--- src/rtl/uart_pkg.sv ---
// uart_pkg: types and constants shared by the UART receiver and transmitter.
//   uart_state_e  - frame FSM state encoding
//   data_bits_e   - word-length select encoding (5..8 bits)
//   DIVn_DEFAULT  - default clocks-per-bit divisors
//   last_bit_idx  - index of the final data bit for a word-length select
package uart_pkg;

    typedef enum logic [2:0] {
        IDLE,
        START,
        DATA,
        PARITY,
        STOP1,
        STOP2,
        COMMIT
    } uart_state_e;

    typedef enum logic [1:0] {
        DB_5,
        DB_6,
        DB_7,
        DB_8
    } data_bits_e;

    localparam int DIV0_DEFAULT = 10416;
    localparam int DIV1_DEFAULT = 5208;
    localparam int DIV2_DEFAULT = 2604;
    localparam int DIV3_DEFAULT = 868;

    // 5 bits -> index 4, ..., 8 bits -> index 7
    function automatic logic [2:0] last_bit_idx(input data_bits_e db);
        return 3'(db) + 3'd4;
    endfunction

endpackage

--- src/rtl/uart_rx_param_if.sv ---
// uart_rx_param_if: receive-word stream from the UART receiver to its consumer.
//   DATA_OUT   - head word, LSB-aligned
//   Parity_err - head-entry parity error
//   Frame_err  - head-entry stop-bit error
//   Out_valid  - a word is available
//   Out_ready  - consumer takes the head when Out_valid & Out_ready
interface uart_rx_param_if;
    logic [7:0] DATA_OUT;
    logic       Parity_err;
    logic       Frame_err;
    logic       Out_valid;
    logic       Out_ready;

    modport master (output DATA_OUT, Parity_err, Frame_err, Out_valid,
                    input  Out_ready);
    modport slave  (input  DATA_OUT, Parity_err, Frame_err, Out_valid,
                    output Out_ready);
endinterface

--- src/rtl/uart_rx_param_sync_fifo.sv ---
// sync_fifo: single-clock show-ahead FIFO.
//   clk, rst   - clock, async active-high reset
//   push/wdata - write request and data (accepted if not full, or if popping)
//   pop        - remove head (ignored when empty)
//   rdata      - head entry, zero when empty
//   full/empty - occupancy flags
//   count_next - occupancy after this cycle's push/pop
module sync_fifo #(
    parameter int WIDTH = 10,
    parameter int DEPTH = 4
) (
    input  logic                     clk,
    input  logic                     rst,
    input  logic                     push,
    input  logic [WIDTH-1:0]         wdata,
    input  logic                     pop,
    output logic [WIDTH-1:0]         rdata,
    output logic                     full,
    output logic                     empty,
    output logic [$clog2(DEPTH):0]   count_next
);
    localparam int AW = $clog2(DEPTH);

    logic [WIDTH-1:0] mem_q [DEPTH];
    logic [WIDTH-1:0] mem_d [DEPTH];
    logic [AW-1:0]    wr_ptr_q, wr_ptr_d;
    logic [AW-1:0]    rd_ptr_q, rd_ptr_d;
    logic [AW:0]      count_q, count_d;
    logic             do_push, do_pop;

    assign full       = (count_q == (AW+1)'(DEPTH));
    assign empty      = (count_q == '0);
    assign rdata      = empty ? '0 : mem_q[rd_ptr_q];
    assign count_next = count_d;

    // A pop in the same cycle frees the slot, so a push into a full FIFO still lands.
    assign do_pop  = pop & ~empty;
    assign do_push = push & (~full | do_pop);

    always_comb begin
        mem_d    = mem_q;
        wr_ptr_d = wr_ptr_q;
        rd_ptr_d = rd_ptr_q;
        count_d  = count_q;
        if (do_push) begin
            mem_d[wr_ptr_q] = wdata;
            wr_ptr_d        = wr_ptr_q + AW'(1);
        end
        if (do_pop) begin
            rd_ptr_d = rd_ptr_q + AW'(1);
        end
        case ({do_push, do_pop})
            2'b10:   count_d = count_q + (AW+1)'(1);
            2'b01:   count_d = count_q - (AW+1)'(1);
            default: count_d = count_q;
        endcase
    end

    always_ff @(posedge clk or posedge rst) begin
        if (rst) begin
            for (int i = 0; i < DEPTH; i++) mem_q[i] <= '0;
            wr_ptr_q <= '0;
            rd_ptr_q <= '0;
            count_q  <= '0;
        end else begin
            mem_q    <= mem_d;
            wr_ptr_q <= wr_ptr_d;
            rd_ptr_q <= rd_ptr_d;
            count_q  <= count_d;
        end
    end
endmodule

--- src/rtl/uart_rx_param.sv ---
// uart_rx_param: runtime-configurable UART receiver with output FIFO and RTS.
//   Clock, Reset   - system clock, async active-high reset
//   DATA_IN        - async serial line, idle high
//   Baud_sel, Data_bits, Parity_en, Parity_odd, Two_stop - frame config,
//                    captured when a start edge is seen
//   out_if         - decoded-word stream (show-ahead FIFO head)
//   Overrun        - sticky, a frame was dropped on a full FIFO
//   Clr_overrun    - clears Overrun (a new overrun wins)
//   RTS            - high while FIFO holds fewer than FIFO_DEPTH-1 words
//
// state  | meaning
// IDLE   | waiting for rxs low
// START  | confirming start bit at half-bit
// DATA   | sampling data bits at bit centres
// PARITY | sampling parity bit
// STOP1  | sampling first stop bit
// STOP2  | sampling second stop bit
// COMMIT | writing word + flags into the FIFO
module uart_rx_param
    import uart_pkg::*;
#(
    parameter int DIV0       = DIV0_DEFAULT,
    parameter int DIV1       = DIV1_DEFAULT,
    parameter int DIV2       = DIV2_DEFAULT,
    parameter int DIV3       = DIV3_DEFAULT,
    parameter int CNT_W      = 16,
    parameter int FIFO_DEPTH = 4
) (
    input  logic                   Clock,
    input  logic                   Reset,
    input  logic                   DATA_IN,
    input  logic [1:0]             Baud_sel,
    input  logic [1:0]             Data_bits,
    input  logic                   Parity_en,
    input  logic                   Parity_odd,
    input  logic                   Two_stop,
    uart_rx_param_if.master        out_if,
    output logic                   Overrun,
    input  logic                   Clr_overrun,
    output logic                   RTS
);
    localparam int AW = $clog2(FIFO_DEPTH);

    logic              sync1_q, sync2_q, rxs;
    uart_state_e       state_q, state_d;
    logic [CNT_W-1:0]  timer_q, timer_d;
    logic [CNT_W-1:0]  div_q, div_d, div_sel;
    logic [2:0]        bit_cnt_q, bit_cnt_d;
    logic [2:0]        last_q, last_d;
    logic [7:0]        shreg_q, shreg_d;
    logic              perr_q, perr_d, ferr_q, ferr_d;
    logic              pen_q, pen_d, podd_q, podd_d, two_q, two_d;
    logic              overrun_q, overrun_d;
    logic              rts_q;
    logic              tick, half_hit, push, pop, full, empty;
    logic [AW:0]       count_next;

    assign rxs      = sync2_q;
    assign tick     = (timer_q == (div_q - CNT_W'(1)));
    assign half_hit = (timer_q == ((div_q >> 1) - CNT_W'(1)));

    always_comb begin
        case (Baud_sel)
            2'd0:    div_sel = CNT_W'(DIV0);
            2'd1:    div_sel = CNT_W'(DIV1);
            2'd2:    div_sel = CNT_W'(DIV2);
            default: div_sel = CNT_W'(DIV3);
        endcase
    end

    always_comb begin
        state_d   = state_q;
        timer_d   = timer_q;
        div_d     = div_q;
        bit_cnt_d = bit_cnt_q;
        last_d    = last_q;
        shreg_d   = shreg_q;
        perr_d    = perr_q;
        ferr_d    = ferr_q;
        pen_d     = pen_q;
        podd_d    = podd_q;
        two_d     = two_q;
        push      = 1'b0;

        case (state_q)
            IDLE: begin
                timer_d = '0;
                if (!rxs) begin
                    state_d   = START;
                    div_d     = div_sel;
                    last_d    = last_bit_idx(data_bits_e'(Data_bits));
                    pen_d     = Parity_en;
                    podd_d    = Parity_odd;
                    two_d     = Two_stop;
                    bit_cnt_d = '0;
                    shreg_d   = '0;
                    perr_d    = 1'b0;
                    ferr_d    = 1'b0;
                end
            end
            START: begin
                if (half_hit) begin
                    timer_d = '0;
                    state_d = rxs ? IDLE : DATA;
                end else begin
                    timer_d = timer_q + CNT_W'(1);
                end
            end
            DATA: begin
                if (tick) begin
                    timer_d            = '0;
                    shreg_d[bit_cnt_q] = rxs;
                    bit_cnt_d          = bit_cnt_q + 3'd1;
                    if (bit_cnt_q == last_q) state_d = pen_q ? PARITY : STOP1;
                end else begin
                    timer_d = timer_q + CNT_W'(1);
                end
            end
            PARITY: begin
                if (tick) begin
                    timer_d = '0;
                    perr_d  = (^shreg_q) ^ rxs ^ podd_q;
                    state_d = STOP1;
                end else begin
                    timer_d = timer_q + CNT_W'(1);
                end
            end
            STOP1: begin
                if (tick) begin
                    timer_d = '0;
                    if (!rxs) ferr_d = 1'b1;
                    state_d = two_q ? STOP2 : COMMIT;
                end else begin
                    timer_d = timer_q + CNT_W'(1);
                end
            end
            STOP2: begin
                if (tick) begin
                    timer_d = '0;
                    if (!rxs) ferr_d = 1'b1;
                    state_d = COMMIT;
                end else begin
                    timer_d = timer_q + CNT_W'(1);
                end
            end
            COMMIT: begin
                push    = 1'b1;
                timer_d = '0;
                state_d = IDLE;
            end
            default: begin
                state_d = IDLE;
                timer_d = '0;
            end
        endcase
    end

    assign pop = ~empty & out_if.Out_ready;

    always_comb begin
        overrun_d = overrun_q;
        if (Clr_overrun) overrun_d = 1'b0;
        if (push && full && !pop) overrun_d = 1'b1;
    end

    sync_fifo #(.WIDTH(10), .DEPTH(FIFO_DEPTH)) u_fifo (
        .clk        (Clock),
        .rst        (Reset),
        .push       (push),
        .wdata      ({ferr_q, perr_q, shreg_q}),
        .pop        (pop),
        .rdata      ({out_if.Frame_err, out_if.Parity_err, out_if.DATA_OUT}),
        .full       (full),
        .empty      (empty),
        .count_next (count_next)
    );

    assign out_if.Out_valid = ~empty;
    assign Overrun          = overrun_q;
    assign RTS              = rts_q;

    always_ff @(posedge Clock or posedge Reset) begin
        if (Reset) begin
            sync1_q   <= 1'b1;
            sync2_q   <= 1'b1;
            state_q   <= IDLE;
            timer_q   <= '0;
            div_q     <= CNT_W'(DIV0);
            bit_cnt_q <= '0;
            last_q    <= 3'd7;
            shreg_q   <= '0;
            perr_q    <= 1'b0;
            ferr_q    <= 1'b0;
            pen_q     <= 1'b0;
            podd_q    <= 1'b0;
            two_q     <= 1'b0;
            overrun_q <= 1'b0;
            rts_q     <= 1'b1;
        end else begin
            sync1_q   <= DATA_IN;
            sync2_q   <= sync1_q;
            state_q   <= state_d;
            timer_q   <= timer_d;
            div_q     <= div_d;
            bit_cnt_q <= bit_cnt_d;
            last_q    <= last_d;
            shreg_q   <= shreg_d;
            perr_q    <= perr_d;
            ferr_q    <= ferr_d;
            pen_q     <= pen_d;
            podd_q    <= podd_d;
            two_q     <= two_d;
            overrun_q <= overrun_d;
            rts_q     <= (count_next < (AW+1)'(FIFO_DEPTH - 1));
        end
    end
endmodule
--- src/flat_wrapper.sv ---
// flat-port wrapper written by rule: the top's interface ports become plain ports
module uart_rx_param_flat import uart_pkg::*;
#(
    parameter int DIV0       = DIV0_DEFAULT,
    parameter int DIV1       = DIV1_DEFAULT,
    parameter int DIV2       = DIV2_DEFAULT,
    parameter int DIV3       = DIV3_DEFAULT,
    parameter int CNT_W      = 16,
    parameter int FIFO_DEPTH = 4
)
  (Clock, Reset, DATA_IN, Baud_sel, Data_bits, Parity_en, Parity_odd, Two_stop, Overrun, Clr_overrun, RTS, out_if_DATA_OUT, out_if_Parity_err, out_if_Frame_err, out_if_Out_valid, out_if_Out_ready);
  uart_rx_param_if out_if_i ();
  input  logic Clock;
  input  logic Reset;
  input  logic DATA_IN;
  input  logic [1:0] Baud_sel;
  input  logic [1:0] Data_bits;
  input  logic Parity_en;
  input  logic Parity_odd;
  input  logic Two_stop;
  output logic Overrun;
  input  logic Clr_overrun;
  output logic RTS;
  output wire logic [$bits(out_if_i.DATA_OUT)-1:0] out_if_DATA_OUT;
  output wire logic [$bits(out_if_i.Parity_err)-1:0] out_if_Parity_err;
  output wire logic [$bits(out_if_i.Frame_err)-1:0] out_if_Frame_err;
  output wire logic [$bits(out_if_i.Out_valid)-1:0] out_if_Out_valid;
  input wire logic [$bits(out_if_i.Out_ready)-1:0] out_if_Out_ready;
  assign out_if_DATA_OUT = out_if_i.DATA_OUT;
  assign out_if_Parity_err = out_if_i.Parity_err;
  assign out_if_Frame_err = out_if_i.Frame_err;
  assign out_if_Out_valid = out_if_i.Out_valid;
  assign out_if_i.Out_ready = out_if_Out_ready;
  uart_rx_param #(.DIV0(DIV0), .DIV1(DIV1), .DIV2(DIV2), .DIV3(DIV3), .CNT_W(CNT_W), .FIFO_DEPTH(FIFO_DEPTH)) u_core (.Clock(Clock), .Reset(Reset), .DATA_IN(DATA_IN), .Baud_sel(Baud_sel), .Data_bits(Data_bits), .Parity_en(Parity_en), .Parity_odd(Parity_odd), .Two_stop(Two_stop), .out_if(out_if_i), .Overrun(Overrun), .Clr_overrun(Clr_overrun), .RTS(RTS));
endmodule
--- config.mk ---
export PLATFORM = sky130hd
export DESIGN_NAME = uart_rx_param_flat
export DESIGN_NICKNAME = d
export VERILOG_FILES = /design/src/rtl/uart_pkg.sv /design/src/rtl/uart_rx_param_if.sv /design/src/rtl/uart_rx_param_sync_fifo.sv /design/src/rtl/uart_rx_param.sv /design/src/flat_wrapper.sv
export SDC_FILE = /design/constraint.sdc
export NUM_CORES = 1
export LEC_CHECK = 0
export ABC_AREA = 0
export CAP_MARGIN = 20
export CORE_ASPECT_RATIO = 1.1
export CORE_UTILIZATION = 61
export DETAILED_ROUTE_END_ITERATION = 12
export PLACE_DENSITY = 0.89
export SYNTH_ARGS = -nofsm -noshare
export SYNTH_HDL_FRONTEND = slang
export SYNTH_SLANG_ARGS = --single-unit
--- constraint.sdc ---
create_clock -name Clock -period 4.6 [get_ports Clock]
set_clock_uncertainty 0.05 [all_clocks]
set_input_delay 1.15 -clock Clock [delete_from_list [all_inputs] [get_ports Clock]]
set_output_delay 1.15 -clock Clock [all_outputs]
set_load 0.02 [all_outputs]
==> results by group, run 1 <==
Setup path
  • Type of origin of the critical path: flip-flop
  • WP depth: 3
  • R2R setup slack: 1.03 ns
  • Slowest cell delay on critical path: 0.83 ns
  • Critical path's slowest cell: dfrtp_1
  • Req. time, crit path: between 3 and 4 ns
  • Crit path capture: out_if_DATA_OUT[7]
  • Critical path class: reg -> out
  • R2R cell count: 12
  • WP buf/inv: 1
  • Setup crit start: u_core.u_fifo.rd_ptr_q[0]
  • Worst path cell trace: mux4_2 > and2_1 > clkdlybuf4s50_1
  • Critical path's top delay family: flip-flops
  • Worst R2R End: u_core.state_q[0]
  • Worst r2r src: u_core.div_q[9]
  • Critical Path End Type: primary output
  • Critical Path AT: approximately 2.5 ns
  • Critical Path Fanout Max: 12

Routing
  • Routed WL: roughly 12000 um
  • Final ANT Viol Nets: 0
  • Initial drt markers: approximately 200
  • Drt drc: 0
  • DR pass1 iterations: 4
  • Vias/cell: roughly 6.0
  • WL per Instance: around 18 um
  • Vias: 4021

STA
  • RSZ-0062 raised after global routing: no
  • Crit share post-route: 80.7%
  • Slew margin rel.: 49.5%
  • FMAX: 0.269 GHz
  • Final hold violation count: 0
  • PnR worst setup slack: 0.889 ns
  • Hold slack final: 0.337 ns
  • Final setup fails: 0
  • Slew Limit Fails: 0
  • Total Neg Setup Slack: 0 ns
  • Worst-Margin Slew: roughly 0.75 ns
  • Post-layout min period: approximately 3.7 ns

Synthesis
  • Post-synth EDFFs: 0
  • Asr flop ratio synth: 100%
  • Synthesized cell area: 0.00556 mm^2
  • Mapped Nets: roughly 560
  • Synth cell types: 66
  • Synth area leaders: dfrtp_1 (40%), mux2_2 (8.5%), xnor2_1 (4.4%)
  • Post-synth top area cell: dfrtp_1
  • Sequential area share after synthesis: roughly 44%
  • Post-synthesis register bit count: slightly below 100
  • Yosys synthesis warning count: 0
  • Instance count of the mapped netlist: 536
  • Avg Cell Area, Syn: approximately 10 um^2
  • Main synth FF type: dfrtp_1
  • Share of the synthesized area in the top cell type: between 30% and 40%

Clocking
  • CTS tree: yes
  • Post_cts resized: 0
  • H-tree depth: 3
  • Clk sinks: 97
  • CTS buffer count: 9
  • Hold_buf cts: 0
  • Clock transition at path regs: 0.10 ns
  • Clock Tree Root: clkbuf_8
  • Clock Latency Late Sink: between 0.3 and 0.4 ns
  • CTS Buffer Depth: 2
  • Post-CTS Setup Bufs: 0

Die
  • Die Y: just over 100 um
  • Cell Rows: 36
  • Starting Density: 62.7%
  • Die Footprint: 0.00951 mm^2
  • Core area: around 0.0089 mm^2
  • Die span in x: just over 90 um
  • # IOs: 25

Final layout
  • Post-Layout Cell Count: roughly 670
  • Commonest cells after routing, fill and taps aside: dfrtp_1 (88), nand2_1 (49), mux2_2 (42), nor2_1 (41), xnor2_1 (28)
  • Final instance area: just over 0.006 mm^2
  • Most common cell after layout, fill and taps aside: dfrtp_1
  • Final net count: between 500 and 600
  • Area Growth Syn to Fin: 9.49%
  • Utilization after layout: between 60% and 70%
  • Antenna cells: 0
  • Layout cells sized above 1: approximately 18%

Job
  • Maxcap violations: 0

Placement
  • Dpl ws: 0.510 ns
  • Dpl cell area: 0.00586 mm^2
  • DP HPWL: 8400 um
  • DP Cell Count: 649
  • RD Place Congestion: about 0.91
  • PortBufs: 24

Power and ir drop
  • Leak: between 2 and 3 nW
  • Pwr/cell area: 468 mW/mm^2
  • Overall Power: 2.85 mW
  • Peak supply drop: around 0.34 mV

GRT
  • Pin count of the biggest net entering global routing: 41
  • First-pass GRT wire length: around 20000 um
  • GR Overflow Total: 0
  • Vias in the first global route: 4200
  • GRT Util Overall: between 20 and 30%
  • Antenna violations before repair: 0

Worst hold path
  • HP Class: reg -> reg
  • Hold wc startpoint: u_core.sync1_q

Run status
  • Status: complete, no violations
worst min path at each step:
stage / end / slack (ns) / cells past startpoint
finish: u_core.rxs / 0.34 / 0
global route: u_core.rxs / 0.35 / 0
CTS: u_core.rxs / 0.34 / 0
detailed placement: u_core.rxs / 0.31 / 0
global placement: u_core.rxs / 0.30 / 0
floorplan: u_core.rxs / 0.30 / 0
worst reg2reg max path, cell delays in order, from the launching register on:
cell and delay (ns):
dfrtp_1 0.58, inv_1 0.19, ha_1 0.41, nor4b_1 0.28
buf_4 0.20, a31oi_1 0.12, xnor2_1 0.16, or3_1 0.41
nor4_4 0.27, buf_4 0.22, o21ai_0 0.11, o211ai_1 0.12
mux2_2 0.35
cells in the mapped netlist, types with 2 or more instances:
master and instances:
nand4_1 15, o211ai_1 3, nor4b_1 3, or4b_2 2, o31ai_1 5, nor3b_1 2
xnor2_1 28, mux2i_1 7, buf_6 2, o21ai_0 22, xor2_1 21, nor2_1 41
nand3_1 20, dfrtp_1 88, buf_1 3, a31oi_1 4, xnor3_1 2, ha_1 13
nor2b_1 4, nand2_1 49, and3_1 4, and4_1 2, buf_2 6, inv_1 17
mux2_2 42, a21o_1 2, mux4_2 10, nand3b_1 4, a21oi_1 15, a41o_1 2
nor3_1 8, and4b_1 2, dfstp_2 9, nor4_1 4, and2_1 15, clkbuf_1 22
nand2b_1 3, or2b_1 2, or3_1 6
power breakdown:
| group | total, mW | switching (mW) | internal [mW] | leakage [nW] |
|---|---|---|---|---|
| clock | 0.627 | 0.315 | 0.312 | 0.112 |
| combinational | 0.938 | 0.500 | 0.438 | 1.33 |
| sequential | 1.29 | 0.289 | 0.998 | 1.28 |
| total | 2.85 | 1.10 | 1.75 | 2.73 |
flip-flops by register name, indices dropped and copies added, names as in the netlist, 2 cells and up:
| register | count |
|---|---|
| u_core.bit_cnt_q | 3 |
| u_core.div_q | 9 |
| u_core.last_q | 2 |
| u_core.shreg_q | 8 |
| u_core.state_q | 3 |
| u_core.timer_q | 16 |
| u_core.u_fifo.count_q | 3 |
| u_core.u_fifo.mem_q | 40 |
| u_core.u_fifo.rd_ptr_q | 2 |
| u_core.u_fifo.wr_ptr_q | 2 |
layout make-up:
class,count,area [um^2]
Clock buffer,9,124
Clock inverter,7,101
Fill cell,679,2780
Inverter,18,68.8
Multi-Input combinational cell,388,2910
Sequential cell,97,2440
Tap cell,114,143
Timing Repair Buffer,33,305
routing by layer:
metal / part of all wire (%) / up-vias / GRT usage [%]
li1: - / 1906 / -
met1: 40 / 2018 / 30.6
met2: 55 / 69 / 52.5
met3: 2.1 / 28 / 4.91
met4: 3.2 / 0 / 12.3
met5: 0 / - / 0
logic make-up after synthesis:
logic type,share of synthesized area (%)
AND/OR/NAND/NOR,18.8
flip-flops,43.8
AO/OA/AOI/OAI,7.62
multiplexers,14.1
XOR/XNOR,8.52
buffers and inverters,3.85
adder cells (fa/ha/maj),3.28
Power figures use the tool's default switching activity.
==> run 2: changes to the inputs <==
==> constraint.sdc (replaced) <==
create_clock -name Clock -period 3.7 [get_ports Clock]
set_clock_uncertainty 0.05 [all_clocks]
set_input_delay 0.925 -clock Clock [delete_from_list [all_inputs] [get_ports Clock]]
set_output_delay 0.925 -clock Clock [all_outputs]
set_load 0.02 [all_outputs]
==> run 2 against run 1 <==
Compared with the run above:
- sequential power is 21% higher
- worst hold slack worse by 0.015 ns
- global-route usage down 0.39 points
- register-to-register slack lost 0.67 ns
- critical path depth rose by 9
- critical endpoint is now u_core.timer_q[7]
- largest power group unchanged
- highest routed layer unchanged
==> results by group, run 2 (synthesized netlist as in run 1, its figures left out) <==
Run status
  • Status: complete, no violations (unchanged)

STA
  • PnR worst setup slack: 0.362 ns (was 0.889 ns)
  • Slew Limit Fails: 0 (unchanged)
  • Final setup fails: 0 (unchanged)
  • RSZ-0062 raised after global routing: no (unchanged)
  • Post-layout min period: around 3.3 ns
  • Hold slack final: 0.321 ns (was 0.337 ns)
  • Slew margin rel.: 53.0% (was 49.5%)
  • Final hold violation count: 0 (unchanged)
  • Total Neg Setup Slack: 0 ns (unchanged)
  • FMAX: approximately 0.30 GHz
  • Worst-Margin Slew: 0.700 ns (was 0.751 ns)
  • Crit share post-route: 90.2%

Clocking
  • Hold_buf cts: 0 (unchanged)
  • Clk sinks: 97 (unchanged)
  • Clock transition at path regs: 0.09 ns (was 0.10 ns)
  • H-tree depth: 3 (unchanged)
  • CTS Buffer Depth: 2 (unchanged)
  • CTS buffer count: 9 (unchanged)
  • Clock Tree Root: clkbuf_8 (unchanged)
  • Post_cts resized: 0 (unchanged)
  • Clock Latency Late Sink: 0.37 ns (about the same)
  • Post-CTS Setup Bufs: 0 (unchanged)
  • CTS tree: yes (unchanged)

Setup path
  • Req. time, crit path: 3.91 ns (was 3.40 ns)
  • Critical path's top delay family: simple AND/OR/NAND/NOR gates (was flip-flops)
  • CP dominant cell by count: buf_4
  • WP buf/inv: 3 (was 1)
  • Critical path's slowest cell: nor4b_2 (was dfrtp_1)
  • WP depth: 12 (was 3)
  • Critical Path End Type: flip-flop (was primary output)
  • Slowest cell delay on critical path: 0.56 ns (was 0.83 ns)
  • Critical Path AT: 3.54 ns (was 2.51 ns)
  • Critical Path Fanout Max: 16 (was 12)
  • R2R cell count: 12 (unchanged)
  • Worst path cell trace: inv_1 > ha_1 > nor4b_2 > a31oi_1 > xnor2_1 > or3_1 > nor4_4 > buf_4 > mux2i_1 > mux2i_2 > buf_4 > nor2_1 (was mux4_2 > and2_1 > clkdlybuf4s50_1)
  • Type of origin of the critical path: flip-flop (unchanged)
  • Critical path class: reg -> reg (was reg -> out)

Routing
  • WL per Instance: 17.6 um (was 18.0 um)
  • DR pass1 iterations: 6 (was 4)
  • Vias: 4075 (was 4021)
  • Drt drc: 0 (unchanged)
  • Final ANT Viol Nets: 0 (unchanged)
  • Initial drt markers: 265 (was 203)
  • Vias/cell: 6.10 (was 6.04)
  • Routed WL: 11800 um (was 12000 um)

Worst hold path
  • HP Class: reg -> reg (unchanged)
  • Hold path cells: 0 (unchanged)

Final layout
  • Layout cells sized above 1: 18.1% (was 17.9%)
  • FF+latch area: 0.00244 mm^2 (unchanged)
  • Final-layout fill cell count: 686 (was 679)
  • Top reg by flops: u_core.u_fifo.mem_q (unchanged)
  • Most common cell after layout, fill and taps aside: dfrtp_1 (unchanged)
  • Biggest regs: u_core.u_fifo.mem_q (40), u_core.timer_q (16), u_core.div_q (9) (unchanged)
  • Commonest cells after routing, fill and taps aside: dfrtp_1 (88), nand2_1 (49), mux2_2 (42), nor2_1 (41), xnor2_1 (28) (unchanged)
  • Largest register FFs: 40 (unchanged)
  • Antenna cells: 0 (unchanged)
  • Final net count: 575 (was 573)
  • Area of the multi-input gates: 0.00292 mm^2 (was 0.00291 mm^2)
  • Area Growth Syn to Fin: 9.83% (was 9.49%)

Placement
  • RD Place Congestion: 0.927 (was 0.909)
  • Dpl ws: 0.407 ns (was 0.510 ns)
  • PortBufs: 24 (unchanged)
  • DP HPWL: 8340 um (was 8400 um)

GRT
  • First-pass GRT wire length: 20000 um (was 20300 um)
  • Vias in the first global route: 4136 (was 4200)
  • Antenna violations before repair: 0 (unchanged)
  • GR Overflow Total: 0 (unchanged)
  • GRT Util Overall: 27.4% (was 27.8%)
  • Pin count of the biggest net entering global routing: 50 (was 41)

Die
  • Cell Rows: 36 (unchanged)
  • Starting Density: 62.7% (unchanged)
  • Die Y: 102 um (unchanged)
  • # IOs: 25 (unchanged)
  • Core area: 0.00887 mm^2 (unchanged)
  • Die span in x: 93.1 um (unchanged)
  • Die Footprint: 0.00951 mm^2 (unchanged)

Power and ir drop
  • Peak supply drop: 0.417 mV (was 0.335 mV)
  • Pwr/cell area: 574 mW/mm^2 (was 468 mW/mm^2)
  • Leak: 2.73 nW (about the same)

Job
  • Maxcap violations: 0 (unchanged)
-- run 2: path summary, 6_finish.rpt --
kind	from	endpoint	slack, ns
max	u_core.div_q[3]	u_core.timer_q[7]	0.36
min	u_core.sync1_q	u_core.rxs	0.32
max reg2reg	u_core.div_q[3]	u_core.timer_q[7]	0.36
min reg2reg	u_core.sync1_q	u_core.rxs	0.32
max in group asynchronous	Reset	u_core.RTS	1.92
min in group asynchronous	Reset	u_core.div_q[9]	0.94
-- run 2: report_power, final --
group,switching [mW],total [mW],internal (mW)
Sequential,0.315,1.56,1.24
Combinational,0.674,1.25,0.576
Clock,0.384,0.702,0.318
Total,1.37,3.51,2.14
-- run 2: cell type report --
type | instances | area share, %
sequential | 97 | 39.9
tap | 114 | 2.33
clock buffer | 11 | 2.15
clock inverter | 5 | 1.02
timing repair buffer | 35 | 5.69
multi-input combinational | 388 | 47.7
inverter | 18 | 1.15
-- run 2: worst register-to-register path, stage by stage, from the launching register on --
cell     delay (ns)
dfrtp_1        0.49
inv_1          0.12
ha_1           0.16
nor4b_2        0.56
a31oi_1        0.20
xnor2_1        0.17
or3_1          0.42
nor4_4         0.27
buf_4          0.21
mux2i_1        0.09
mux2i_2        0.17
buf_4          0.23
nor2_1         0.08
-- run 2: routing by layer --
layer	global-route usage [%]	share of wire [%]	vias up
li1	-	-	1903
met4	9.70	2.2	0
met1	32.9	41	2056
met5	0	0	-
met3	4.99	3.1	25
met2	49.7	54	91
-- run 2: stage by stage --
stage / power, mW / instance area (um^2) / cells / utilization (%)
6_report: 3.51 / 6110 / 668 / 68.9
5_1_grt: 3.73 / 6110 / 668 / 68.9
4_1_cts: 3.51 / 6110 / 668 / 68.9
3_5_place_dp: 2.82 / 5920 / 652 / 66.7
3_3_place_gp: 2.76 / 5920 / 652 / 66.7
2_1_floorplan: 2.51 / 5570 / 536 / -
==> run 3: changes to the inputs <==
--- a/config.mk
+++ b/config.mk
@@ -11,6 +11,7 @@
 export CORE_UTILIZATION = 61
 export DETAILED_ROUTE_END_ITERATION = 12
 export PLACE_DENSITY = 0.89
+export REMOVE_ABC_BUFFERS = 1
 export SYNTH_ARGS = -nofsm -noshare
 export SYNTH_HDL_FRONTEND = slang
 export SYNTH_SLANG_ARGS = --single-unit
==> run 3 against run 2 <==
Compared with the run above:
- wire length grew 0.97%
- non-clock buffer count is 2 higher
- utilization hardly changed
- critical endpoint is now u_core.timer_q[10]
- largest power group unchanged
- highest routed layer unchanged
==> results by group, run 3 (synthesized netlist as in run 1, its figures left out) <==
STA
  • Total Neg Setup Slack: 0 ns (unchanged)
  • Post-layout min period: 3.32 ns (was 3.34 ns)
  • Final setup fails: 0 (unchanged)
  • Worst-Margin Slew: 0.734 ns (was 0.700 ns)
  • Crit share post-route: 89.8% (was 90.2%)
  • FMAX: 0.301 GHz (was 0.300 GHz)
  • Final hold violation count: 0 (unchanged)
  • Slew Limit Fails: 0 (unchanged)
  • RSZ-0062 raised after global routing: no (unchanged)
  • Slew margin rel.: 51.0% (was 53.0%)

Routing
  • Vias/cell: 6.11 (was 6.10)
  • Drt drc: 0 (unchanged)
  • Routed WL: 11900 um (was 11800 um)
  • Vias: 4089 (was 4075)
  • WL per Instance: 17.7 um (was 17.6 um)
  • Initial drt markers: 230 (was 265)
  • Final ANT Viol Nets: 0 (unchanged)
  • DR pass1 iterations: 5 (was 6)

Setup path
  • WP buf/inv: 4 (was 3)
  • Type of origin of the critical path: flip-flop (unchanged)
  • Req. time, crit path: 3.90 ns (was 3.91 ns)
  • Slowest cell delay on critical path: 0.52 ns (was 0.56 ns)
  • Critical path's slowest cell: or4b_4 (was nor4b_2)
  • Critical Path End Type: flip-flop (unchanged)
  • Critical Path Fanout Max: 16 (unchanged)
  • Critical path's top delay family: simple AND/OR/NAND/NOR gates (unchanged)
  • Critical Path AT: 3.53 ns (was 3.54 ns)
  • Worst path cell trace: inv_1 > ha_1 > buf_4 > or4b_4 > nor2_4 > o211ai_1 > a32o_1 > nor4_4 > buf_4 > mux2i_1 > mux2i_2 > buf_4 > nor2_1 (was inv_1 > ha_1 > nor4b_2 > a31oi_1 > xnor2_1 > or3_1 > nor4_4 > buf_4 > mux2i_1 > mux2i_2 > buf_4 > nor2_1)
  • CP dominant cell by count: buf_4 (unchanged)
  • Critical path class: reg -> reg (unchanged)

Clocking
  • H-tree depth: 3 (unchanged)
  • Clk sinks: 97 (unchanged)
  • Post_cts resized: 0 (unchanged)
  • CTS Buffer Depth: 2 (unchanged)
  • Hold_buf cts: 0 (unchanged)
  • Post-CTS Setup Bufs: 0 (unchanged)
  • Clock transition at path regs: 0.09 ns (about the same)
  • Clock Latency Late Sink: 0.37 ns (about the same)
  • Clock Tree Root: clkbuf_8 (unchanged)
  • CTS tree: yes (unchanged)
  • CTS buffer count: 9 (unchanged)

Die
  • Core area: 0.00887 mm^2 (unchanged)
  • Starting Density: 62.7% (unchanged)
  • Cell Rows: 36 (unchanged)
  • Die Y: 102 um (unchanged)
  • Die Footprint: 0.00951 mm^2 (unchanged)
  • # IOs: 25 (unchanged)
  • Die span in x: 93.1 um (unchanged)

Final layout
  • Post-Layout Cell Count: 669 (was 668)
  • Utilization after layout: 68.8% (was 68.9%)
  • Area Growth Syn to Fin: 9.78% (was 9.83%)
  • Biggest regs: u_core.u_fifo.mem_q (40), u_core.timer_q (16), u_core.div_q (9) (unchanged)
  • FF+latch area: 0.00244 mm^2 (unchanged)
  • Commonest cells after routing, fill and taps aside: dfrtp_1 (88), nand2_1 (49), mux2_2 (42), nor2_1 (41), xnor2_1 (28) (unchanged)
  • Top reg by flops: u_core.u_fifo.mem_q (unchanged)
  • Antenna cells: 0 (unchanged)
  • Layout cells sized above 1: 18.6% (was 18.1%)
  • Most common cell after layout, fill and taps aside: dfrtp_1 (unchanged)
  • Final net count: 577 (was 575)
  • Final-layout fill cell count: 658 (was 686)
  • Largest register FFs: 40 (unchanged)
  • Area of the multi-input gates: 0.00292 mm^2 (about the same)

GRT
  • Vias in the first global route: 3926 (was 4136)
  • Pin count of the biggest net entering global routing: 44 (was 50)
  • GRT Util Overall: 27.0% (was 27.4%)
  • Antenna violations before repair: 0 (unchanged)
  • First-pass GRT wire length: 19500 um (was 20000 um)
  • GR Overflow Total: 0 (unchanged)

Run status
  • Status: complete, no violations (unchanged)

Worst hold path
  • HP Class: reg -> reg (unchanged)

Power and ir drop
  • Leak: 2.73 nW (about the same)
  • Pwr/cell area: 577 mW/mm^2 (was 574 mW/mm^2)
  • Peak supply drop: 0.513 mV (was 0.417 mV)
  • Overall Power: 3.52 mW (was 3.51 mW)

Placement
  • RD Place Congestion: 0.935 (was 0.927)
  • PortBufs: 24 (unchanged)
  • DP HPWL: 8510 um (was 8340 um)
  • DP Cell Count: 654 (was 652)

Job
  • Maxcap violations: 0 (unchanged)
run 3: cell types whose count changed in the layout (fill, tap and decap cells not counted):
cell        previous run  this run
clkbuf_1               2         0
clkbuf_8               9        11
clkinv_2               0         1
inv_6                  2         0
buf_12                 2         0
nor3_2                 0         1
clkinvlp_4             2         3
nor4b_2                1         0
buf_4                  9        13
nor4b_1                2         3
nor3_1                 8         7
inv_4                  1         0
run 3: area by class of cell:
cell class,instances,share of cell area (%)
Sequential cell,97,39.9
Clock inverter,4,0.860
Tap cell,114,2.34
Timing Repair Buffer,37,5.53
Multi-Input combinational cell,388,47.7
Clock buffer,11,2.48
Inverter,18,1.13
run 3: report_power, final:
| part | switching [mW] | internal [mW] | total [mW] |
|---|---|---|---|
| Sequential | 0.295 | 1.24 | 1.54 |
| Combinational | 0.713 | 0.566 | 1.28 |
| Clock | 0.362 | 0.345 | 0.707 |
| Total | 1.37 | 2.15 | 3.52 |
run 3: metrics by stage:
stage          cell area [um^2]  setup WS, ns  hold WS (ns)
2_1_floorplan              5420        -0.183         0.295
3_3_place_gp               5900         0.510         0.296
3_5_place_dp               5900         0.377         0.299
4_1_cts                    6110         0.365         0.312
5_1_grt                    6110         0.158         0.318
6_report                   6110         0.376         0.309
run 3: path summary, 6_finish.rpt:
check	slack, ns	to	cells past startpoint	from
worst max-delay path	0.38	u_core.timer_q[10]	13	u_core.div_q[3]
worst min-delay path	0.31	u_core.rxs	0	u_core.sync1_q
worst max register to register	0.38	u_core.timer_q[10]	13	u_core.div_q[3]
worst min register to register	0.31	u_core.rxs	0	u_core.sync1_q
max in group asynchronous	1.89	u_core.div_q[4]	3	Reset
min in group asynchronous	0.92	u_core.div_q[9]	2	Reset
run 3: per-layer routing:
metal	wire length, um	track usage, %	vias to the layer above
met5	0	0	-
met4	219	8.99	0
met3	372	4.76	23
met2	6550	50.5	100
met1	4730	31.3	2046
li1	-	-	1920
